`src/rtl/reg_scoreboard_if.sv`:
```
// Issue/writeback/flush handshake between the ID stage and the register scoreboard.
// The master modport is the pipeline side and the slave modport is the scoreboard.
interface reg_scoreboard_if #(
    parameter int NUM_REGS        = 32,
    parameter int MAX_OUTSTANDING = 4,
    parameter int CNT_W           = $clog2(MAX_OUTSTANDING + 1)
);
    logic                i_issue_valid;
    logic [4:0]          i_issue_rs1;
    logic [4:0]          i_issue_rs2;
    logic                i_issue_uses_rs1;
    logic                i_issue_uses_rs2;
    logic [4:0]          i_issue_rd;
    logic                i_issue_rd_write;
    logic                i_issue_long;
    logic                i_wb_valid;
    logic [4:0]          i_wb_rd;
    logic                i_flush;
    logic                o_stall;
    logic [NUM_REGS-1:0] o_pending;
    logic [CNT_W-1:0]    o_outstanding;

    modport master (
        output i_issue_valid, i_issue_rs1, i_issue_rs2, i_issue_uses_rs1, i_issue_uses_rs2,
               i_issue_rd, i_issue_rd_write, i_issue_long, i_wb_valid, i_wb_rd, i_flush,
        input  o_stall, o_pending, o_outstanding
    );

    modport slave (
        input  i_issue_valid, i_issue_rs1, i_issue_rs2, i_issue_uses_rs1, i_issue_uses_rs2,
               i_issue_rd, i_issue_rd_write, i_issue_long, i_wb_valid, i_wb_rd, i_flush,
        output o_stall, o_pending, o_outstanding
    );
endinterface

```
`src/rtl/reg_scoreboard.sv`:
```
// Pending-register tracker for long-latency ops; bits visible one cycle after issue.
// o_stall is combinational and holds ID on RAW/WAW against pending regs or a full in-flight cap.
module reg_scoreboard #(
    parameter int NUM_REGS        = 32,
    parameter int MAX_OUTSTANDING = 4,
    parameter int CNT_W           = $clog2(MAX_OUTSTANDING + 1)
) (
    input logic             i_clk,
    input logic             i_rst_n,
    reg_scoreboard_if.slave sb
);
    localparam int CW1 = CNT_W + 1;
    localparam logic [NUM_REGS-1:0] ONE = {{(NUM_REGS-1){1'b0}}, 1'b1};

    logic [NUM_REGS-1:0] r_pending;
    logic [CNT_W-1:0]    r_outstanding;
    logic                r_last_vld;
    logic [4:0]          r_last_rd;

    logic [NUM_REGS-1:0] w_wb_mask;
    logic [NUM_REGS-1:0] w_eff;
    logic [NUM_REGS-1:0] w_wb_clr_mask;
    logic [NUM_REGS-1:0] w_fl_mask;
    logic [NUM_REGS-1:0] w_set_mask;
    logic                w_wb_clr;
    logic                w_fl_clr;
    logic                w_same;
    logic                w_cap_full;
    logic                w_hazard;
    logic                w_stall;
    logic                w_accept;
    logic                w_set;
    logic [1:0]          w_nclr;
    logic [CNT_W:0]      w_cnt_nxt;

    // A same-cycle writeback hides the pending bit: forwarding delivers the value.
    assign w_wb_mask     = (sb.i_wb_valid && sb.i_wb_rd != 5'd0) ? (ONE << sb.i_wb_rd) : '0;
    assign w_eff         = r_pending & ~w_wb_mask;
    assign w_wb_clr_mask = r_pending & w_wb_mask;
    assign w_wb_clr      = |w_wb_clr_mask;

    assign w_cap_full = (r_outstanding == CNT_W'(MAX_OUTSTANDING)) && !w_wb_clr;
    assign w_hazard   = (sb.i_issue_uses_rs1 && w_eff[sb.i_issue_rs1])
                     || (sb.i_issue_uses_rs2 && w_eff[sb.i_issue_rs2])
                     || (sb.i_issue_long && sb.i_issue_rd_write && w_eff[sb.i_issue_rd])
                     || (sb.i_issue_long && w_cap_full);
    assign w_stall    = i_rst_n && sb.i_issue_valid && !sb.i_flush && w_hazard;
    assign w_accept   = sb.i_issue_valid && !w_stall && !sb.i_flush;
    assign w_set      = w_accept && sb.i_issue_long && sb.i_issue_rd_write && (sb.i_issue_rd != 5'd0);
    assign w_set_mask = w_set ? (ONE << sb.i_issue_rd) : '0;

    // The op issued last cycle is the one sitting in EX, so a flush retracts its mark.
    assign w_fl_clr  = sb.i_flush && r_last_vld && r_pending[r_last_rd];
    assign w_fl_mask = w_fl_clr ? (ONE << r_last_rd) : '0;
    assign w_same    = w_wb_clr && w_fl_clr && (sb.i_wb_rd == r_last_rd);
    assign w_nclr    = 2'(w_wb_clr) + 2'(w_fl_clr) - 2'(w_same);
    assign w_cnt_nxt = {1'b0, r_outstanding} + CW1'(w_set) - CW1'(w_nclr);

    always_ff @(posedge i_clk or negedge i_rst_n) begin
        if (!i_rst_n) begin
            r_pending     <= '0;
            r_outstanding <= '0;
            r_last_vld    <= 1'b0;
            r_last_rd     <= 5'd0;
        end else begin
            r_pending     <= (r_pending & ~(w_wb_clr_mask | w_fl_mask)) | w_set_mask;
            r_outstanding <= w_cnt_nxt[CNT_W-1:0];
            r_last_vld    <= w_set;
            r_last_rd     <= w_set ? sb.i_issue_rd : 5'd0;
        end
    end

    assign sb.o_stall       = w_stall;
    assign sb.o_pending     = r_pending;
    assign sb.o_outstanding = r_outstanding;
endmodule

```
`src/flat_wrapper.sv`:
```
// flat-port wrapper written by rule: the top's interface ports become plain ports
module reg_scoreboard_flat 
#(
    parameter int NUM_REGS        = 32,
    parameter int MAX_OUTSTANDING = 4,
    parameter int CNT_W           = $clog2(MAX_OUTSTANDING + 1)
)
  (i_clk, i_rst_n, sb_i_issue_valid, sb_i_issue_rs1, sb_i_issue_rs2, sb_i_issue_uses_rs1, sb_i_issue_uses_rs2, sb_i_issue_rd, sb_i_issue_rd_write, sb_i_issue_long, sb_i_wb_valid, sb_i_wb_rd, sb_i_flush, sb_o_stall, sb_o_pending, sb_o_outstanding);
  reg_scoreboard_if #(.NUM_REGS(NUM_REGS), .MAX_OUTSTANDING(MAX_OUTSTANDING), .CNT_W(CNT_W)) sb_i ();
  input logic i_clk;
  input logic i_rst_n;
  input wire logic [$bits(sb_i.i_issue_valid)-1:0] sb_i_issue_valid;
  input wire logic [$bits(sb_i.i_issue_rs1)-1:0] sb_i_issue_rs1;
  input wire logic [$bits(sb_i.i_issue_rs2)-1:0] sb_i_issue_rs2;
  input wire logic [$bits(sb_i.i_issue_uses_rs1)-1:0] sb_i_issue_uses_rs1;
  input wire logic [$bits(sb_i.i_issue_uses_rs2)-1:0] sb_i_issue_uses_rs2;
  input wire logic [$bits(sb_i.i_issue_rd)-1:0] sb_i_issue_rd;
  input wire logic [$bits(sb_i.i_issue_rd_write)-1:0] sb_i_issue_rd_write;
  input wire logic [$bits(sb_i.i_issue_long)-1:0] sb_i_issue_long;
  input wire logic [$bits(sb_i.i_wb_valid)-1:0] sb_i_wb_valid;
  input wire logic [$bits(sb_i.i_wb_rd)-1:0] sb_i_wb_rd;
  input wire logic [$bits(sb_i.i_flush)-1:0] sb_i_flush;
  output wire logic [$bits(sb_i.o_stall)-1:0] sb_o_stall;
  output wire logic [$bits(sb_i.o_pending)-1:0] sb_o_pending;
  output wire logic [$bits(sb_i.o_outstanding)-1:0] sb_o_outstanding;
  assign sb_i.i_issue_valid = sb_i_issue_valid;
  assign sb_i.i_issue_rs1 = sb_i_issue_rs1;
  assign sb_i.i_issue_rs2 = sb_i_issue_rs2;
  assign sb_i.i_issue_uses_rs1 = sb_i_issue_uses_rs1;
  assign sb_i.i_issue_uses_rs2 = sb_i_issue_uses_rs2;
  assign sb_i.i_issue_rd = sb_i_issue_rd;
  assign sb_i.i_issue_rd_write = sb_i_issue_rd_write;
  assign sb_i.i_issue_long = sb_i_issue_long;
  assign sb_i.i_wb_valid = sb_i_wb_valid;
  assign sb_i.i_wb_rd = sb_i_wb_rd;
  assign sb_i.i_flush = sb_i_flush;
  assign sb_o_stall = sb_i.o_stall;
  assign sb_o_pending = sb_i.o_pending;
  assign sb_o_outstanding = sb_i.o_outstanding;
  reg_scoreboard #(.NUM_REGS(NUM_REGS), .MAX_OUTSTANDING(MAX_OUTSTANDING), .CNT_W(CNT_W)) u_core (.i_clk(i_clk), .i_rst_n(i_rst_n), .sb(sb_i));
endmodule
```
`config.mk`:
```
export PLATFORM = sky130hd
export DESIGN_NAME = reg_scoreboard_flat
export DESIGN_NICKNAME = d
export VERILOG_FILES = /design/src/rtl/reg_scoreboard_if.sv /design/src/rtl/reg_scoreboard.sv /design/src/flat_wrapper.sv
export SDC_FILE = /design/constraint.sdc
export NUM_CORES = 1
export LEC_CHECK = 0
export CORE_UTILIZATION = 44
export CTS_CLUSTER_DIAMETER = 120
export CTS_CLUSTER_SIZE = 24
export DETAILED_ROUTE_END_ITERATION = 6
export PLACE_DENSITY_LB_ADDON = 0.3
export REMOVE_ABC_BUFFERS = 1
export SYNTH_ARGS = -nofsm -noshare
export SYNTH_HDL_FRONTEND = slang
export SYNTH_SLANG_ARGS = --single-unit
```
`constraint.sdc`:
```
create_clock -name i_clk -period 3.9 [get_ports i_clk]
set_input_delay 0.78 -clock i_clk [delete_from_list [all_inputs] [get_ports i_clk]]
set_output_delay 0.78 -clock i_clk [all_outputs]
set_load 0.005 [all_outputs]
```
; ---- Word-level counts from Yosys, hierarchy flattened
; Cells that the tools add are included.
[word_totals]
regBits = 41
ramBits = 0
mem_count = 0
latch_bits = 0
romBits = 0
[op_classes]
add_sub_neg = 4
reduce_logical = 28
n_bitwise = 7
n_mul = 0
magnitude_cmp = 4
div_mod_pow = 0
mux = 12
shift = 3
eq_ne = 2
[op_table]
columns = cell, count
row1 = $and 32x32->32, 3
row2 = $mux 32, 3
row3 = $shl 1x5->32 const A, 3
row4 = $not 32->32, 2
row5 = $or 32x32->32, 2
row6 = $reduce_or 32->1, 1
row7 = $lt 5x6->1 const B, 4
row8 = $bmux 1 s5, 4
row9 = $logic_and 1x1->1, 19
row10 = $reduce_bool 5->1, 2
row11 = $eq 5x5->1, 1
row12 = $mux 5, 1
row13 = $mux 1, 4
row14 = $add 3x1->3, 1
row15 = $eq 3x3->1 const B, 1
row16 = $logic_not 1->1, 3
row17 = $logic_or 1x1->1, 3
row18 = $sub 3x2->3, 1
row19 = $add 1x1->2, 1
row20 = $sub 2x1->2, 1

; ---- Logic depth before layout (Yosys ltp)
[logic_depth]
ltp_word = 20
depth_mapped = 18
depth_no_buf = 17

; ---- Worst setup path before layout
; OpenSTA, ideal clock, no wires.
[synth_timing]
path_type = input to register
from = input sb_i_issue_rs2[0]
to = register u_core.r_outstanding[2], in the netlist u_core.sb.o_outstanding[2]
stages = 15
path_slack_ps = -68
t_arrival_ps = 3845
setup_ps = 123
n_path_buf = 3
cell_sequence = buf_2 > buf_2 > mux2_2 > o311ai_0 > a21oi_1 > or4_4 > nor4_4 > nand3_4 > buf_2 > nor3_1 > ha_1 > inv_1 > fa_1 > xnor2_1 > xnor2_1
[synth_between]
elab_chain_len = 15
[synth_lines]
columns = element, line
row1 = from (decl), flat_wrapper.sv:14  ; input wire logic [$bits(sb_i.i_issue_rs2)-1:0] sb_i_issue_rs2;
row2 = $bmux 1 s5, reg_scoreboard.sv:44  ; || (sb.i_issue_uses_rs2 && w_eff[sb.i_issue_rs2])
row3 = $mux 1 (implied by the code), reg_scoreboard.sv:44
row4 = $logic_and 1x1->1, reg_scoreboard.sv:44
row5 = $logic_or 1x1->1, reg_scoreboard.sv:44
row6 = $logic_or 1x1->1, reg_scoreboard.sv:45  ; || (sb.i_issue_long && sb.i_issue_rd_write && w_eff[sb.i_issue_rd])
row7 = $logic_or 1x1->1, reg_scoreboard.sv:46  ; || (sb.i_issue_long && w_cap_full);
row8 = $logic_and 1x1->1, reg_scoreboard.sv:47  ; assign w_stall = i_rst_n && sb.i_issue_valid && !sb.i_flush && w_hazard;
row9 = $logic_not 1->1, reg_scoreboard.sv:48  ; assign w_accept = sb.i_issue_valid && !w_stall && !sb.i_flush;
row10 = $logic_and 1x1->1 (2 in a row), reg_scoreboard.sv:48
row11 = $logic_and 1x1->1 (3 in a row), reg_scoreboard.sv:49  ; assign w_set = w_accept && sb.i_issue_long && sb.i_issue_rd_write && (sb.i_issue_rd != 5'd0);
row12 = net u_core.w_set, reg_scoreboard.sv:32  ; logic w_set;
row13 = $add 3x1->3, reg_scoreboard.sv:57  ; assign w_cnt_nxt = {1'b0, r_outstanding} + CW1'(w_set) - CW1'(w_nclr);
row14 = $sub 3x2->3, reg_scoreboard.sv:57
row15 = net u_core.w_cnt_nxt[2], reg_scoreboard.sv:34  ; logic [CNT_W:0] w_cnt_nxt;
row16 = to (signal assigned), reg_scoreboard.sv:67  ; r_outstanding <= w_cnt_nxt[CNT_W-1:0];
row17 = to (decl), reg_scoreboard.sv:16  ; logic [CNT_W-1:0] r_outstanding;
; The timed path passes the listed nets, and every way through them passes these cells. The select of a mux whose other input is x is not followed.

; ---- Worst setup path in the final report
[layout_timing]
from = input sb_i_wb_rd[1]
to = register u_core.r_outstanding[2], in the netlist u_core.sb.o_outstanding[2]
[layout_between]
elab_chain_len = 20
word_cells_on_any_way = 37
classes_between = add/sub (4) / eq/ne (1) / shift (1) / mux (7) / bitwise (3) / reduce/logical (21)
[layout_lines]
columns = element, line
row1 = from (decl), flat_wrapper.sv:21  ; input wire logic [$bits(sb_i.i_wb_rd)-1:0] sb_i_wb_rd;
row2 = $reduce_bool 5->1, reg_scoreboard.sv:37  ; assign w_wb_mask = (sb.i_wb_valid && sb.i_wb_rd != 5'd0) ? (ONE << sb.i_wb_rd) : '0;
row3 = $logic_and 1x1->1, reg_scoreboard.sv:37
row4 = $mux 32 *, reg_scoreboard.sv:37
row5 = $not 32->32, reg_scoreboard.sv:38  ; assign w_eff = r_pending & ~w_wb_mask;
row6 = $and 32x32->32, reg_scoreboard.sv:38
row7 = "$bmux 1 s5, on equally long branches", "reg_scoreboard.sv:43, reg_scoreboard.sv:44"
row8 = "$mux 1, on equally long branches", "reg_scoreboard.sv:43, reg_scoreboard.sv:44"
row9 = "$logic_and 1x1->1, on equally long branches", "reg_scoreboard.sv:43, reg_scoreboard.sv:44"
row10 = (+3 left out), -
row11 = $logic_and 1x1->1 *, reg_scoreboard.sv:47
row12 = $logic_not 1->1 *, reg_scoreboard.sv:48
row13 = $logic_and 1x1->1 * (2 in a row), reg_scoreboard.sv:48
row14 = $logic_and 1x1->1 * (3 in a row), reg_scoreboard.sv:49
row15 = net u_core.w_set, reg_scoreboard.sv:32
row16 = $add 3x1->3 *, reg_scoreboard.sv:57
row17 = $sub 3x2->3 *, reg_scoreboard.sv:57
row18 = net u_core.w_cnt_nxt[2], reg_scoreboard.sv:34
; The timed path passes the listed nets; every way through them passes the cells marked *. The select of a mux whose other input is x is not followed.

==> flow_metrics.tcl <==
set metrics [dict create \
    start_util 0.462 \
    grt_overflow 0 \
    required_ns 4.11 \
    clk_latency_ns 0.31 \
    rsz0062_at_grt "yes" \
    hold_viol_final 0 \
    place_congestion 1.07 \
    synth_ff_type "dfrtp_1" \
    drc 0 \
    diodes 0 \
    synth_area_sq_um 4580 \
    clockBufferDepth 2 \
    arrival_ns 4.09 \
    synth_common_cells "43 x nand2_1, 41 x dfrtp_1, 28 x o21ai_0" \
    post-synth-top-count-cell "nand2_1" \
    finalClockSkew_ns 0.0164 \
    antenna_left 0 \
    drtIter0Drc 589 \
    critPathKind "in2reg" \
    postCtsHoldBufs 0 \
    ys_seq_elements 41 \
    worst_pin_slew_ns 0.568 \
    die_h_um 104 \
    placementRows 36 \
    vias 5927 \
    antenna_found_initial 0 \
    slew_violations 0 \
    fin_area_sq_um 7140 \
    synth_area_leaders "dfrtp_1 22%, mux4_2 6.9%, o221ai_1 4.0%, nand2_1 3.5%, mux2i_1 3.5%" \
    io_buffers 64 \
    max-cap-violations 0 \
    htree_levels 2 \
    fin_util 0.721 \
    cp_common_cell "buf_4" \
    post-dp-hpwl_um 16700 \
    leakage_uw 0.00297 \
    outcome "complete, no violations" \
    final-setup-viol-count 0 \
    area_delta_synth_final_pct 56.0 \
    async_flop_share 1.00 \
    ir_drop_mv 0.367 \
    grt.met3_usage 0.103 \
    core-area_sq_um 9910 \
    hold_path.class "in2async" \
    grt_pass1_wl_um 34600 \
    pin_count 65 \
    fill_cells 800 \
    crit_path_end_kind "register" \
    die_w_um 104 \
    placed_area_sq_um 6330 \
    cts.clk_slew.worst_paths_ns 0.09 \
    drive_above_1_share 0.398 \
    cts-root-buf "clkbuf_8" \
    drt-total-wl_um 22600 \
    grt_start_max_net_pins 40 \
    crit_slowest_cell "fa_2" \
    dr.pass1.iters 5 \
    wire_per_inst_um 25.9 \
    synth_edf_count 0 \
    max_freq_ghz 0.257 \
    total_power_uw 1620 \
    cts_buffers 5 \
    grt_pass1_vias 5963 \
    synth_area_leader_cell "dfrtp_1" \
    cts_tree "built" \
    cpPeakStageDelay_ns 0.40 \
    use_met1 0.535 \
    dp_cells 825 \
    final_nets 775 \
    cp-start-kind "primary input" \
    synth.distinct_cells 82 \
    min_period_ns 3.89 \
    fin_crit_sh 0.997 \
    cts_sinks 41 \
    grtUsageTotal 0.423 \
    yosys_warnings 0 \
    synth_top_area_frac 0.224 \
    power.density_nw_per_um2 227 \
    path_cells "clkbuf_4 -> bufbuf_16 -> nand4_2 -> buf_4 -> buf_4 -> o21ai_1 -> mux4_2 -> a211oi_2 -> a2111oi_4 -> buf_4 -> buf_4 -> nand3_4 -> nor3_4 -> ha_2 -> inv_2 -> fa_2 -> xnor2_2 -> xnor2_1" \
    seq_area_frac_synth 0.224 \
    crit_path_max_fanout 5 \
    worst_hold_slack_ns 0.308 \
    syn_area_per_cell_sq_um 8.73 \
    met2_usage 0.641 \
    syn_inst 525 \
    slew_headroom 0.616 \
    die_area_sq_um 10800 \
    top_usage_layer "met2" \
    stdcell_count 874 \
    via_per_inst 6.78 \
]
==> flip-flops by register name, indices dropped and copies added, names as in the netlist <==
name and count:
u_core.sb.o_pending 32, u_core.r_last_rd 5, u_core.sb.o_outstanding 3, u_core.r_last_vld 1
==> path summary, 6_finish.rpt <==
kind / cells after the start / slack [ns] / endpoint / start
max in group asynchronous: 2 / 2.80 / u_core.r_last_rd[0] / i_rst_n
min in group i_clk: 2 / 0.64 / u_core.sb.o_pending[16] / u_core.sb.o_pending[16]
worst min-delay path: 1 / 0.31 / u_core.sb.o_outstanding[1] / i_rst_n
worst max register to register: 15 / 0.03 / u_core.sb.o_outstanding[2] / u_core.r_last_rd[0]
worst max-delay path: 18 / 0.01 / u_core.sb.o_outstanding[2] / sb_i_wb_rd[1]
worst min register to register: 2 / 0.64 / u_core.sb.o_pending[16] / u_core.sb.o_pending[16]
==> worst max-delay path: cells and delay by family <==
family	cells	cell delay [ns]
xor gates and xnor gates	2	0.28
buffers and inverters	7	1.09
and+or+nand+nor	3	0.46
muxes	1	0.31
AOI/OAI and AO/OA	3	0.55
adders and majority gates	2	0.60
==> per-layer routing <==
layer | part of all wire | up-vias
li1 | - | 2490
met4 | 0.077 | 0
met3 | 0.12 | 130
met2 | 0.44 | 505
met5 | 0 | -
met1 | 0.37 | 2802
==> kinds of logic after synthesis <==
family	count (synthesis)	synth area share
muxes	40	0.128
AOI/OAI and AO/OA	166	0.271
and+or+nand+nor	192	0.257
DFF	41	0.224
xor gates and xnor gates	12	0.0229
buffers and inverters	68	0.0787
adders and majority gates	6	0.0180
==> per-stage QoR <==
step                      setup TNS [ns]  worst slack, ns
after detailed placement           -3.07           -0.766
final                                  0           0.0126
after global routing              -0.192           -0.143
after floorplan                        0           0.0265
after CTS                              0          0.00356
after global placement             -2.59           -0.757
==> power by group <==
part	leakage [uW]	internal [uW]	switching (uW)
clock	0.0000543	192	167
sequential	0.000556	466	38.3
combinational	0.00236	389	371
total	0.00297	1050	577
==> placed cells by master, fill, tap and decap left out, types with 4 or more instances in the layout <==
master / synthesis / layout
o221ai_1: 21 / 21
o21bai_1: 10 / 10
and3_1: 10 / 9
o31ai_1: 21 / 20
buf_12: 0 / 9
o41ai_1: 7 / 7
inv_1: 18 / 15
buf_4: 5 / 171
dfrtp_1: 41 / 40
nand4_1: 9 / 9
mux2_2: 8 / 9
a21oi_1: 15 / 14
o21ai_1: 1 / 9
nand3_1: 18 / 17
buf_2: 14 / 5
nand2_1: 43 / 43
nor2b_1: 13 / 13
clkdlybuf4s50_1: 0 / 48
o21ai_0: 28 / 18
mux4_2: 14 / 14
dlygate4sd2_1: 0 / 4
buf_6: 7 / 10
xnor2_1: 10 / 8
or2_2: 4 / 4
ha_1: 5 / 4
o211ai_1: 9 / 9
clkbuf_8: 0 / 5
nor2_1: 26 / 26
nor3_1: 10 / 8
o22ai_1: 4 / 4
nand2b_1: 11 / 8
or3_1: 6 / 6
mux2i_1: 16 / 15
==> area by class of cell <==
class	count	area, sq um	area share
Clock buffer	5	68.8	0.00963
Clock inverter	3	46.3	0.00648
Inverter	18	71.3	0.00998
Multi-Input combinational cell	416	3450	0.482
Sequential cell	41	1030	0.144
Tap cell	133	166	0.0233
Timing Repair Buffer	258	2320	0.324
==> what timing repair did <==
item                                   CTS  global route
setup endpoints to repair                3             3
pin swaps                               29            23
cloned                                   5             0
endpoints found under the hold margin    0             0
buffers inserted                        32             5
gates resized for setup                 73            43
Note: power is estimated with default switching activity, not from simulation.
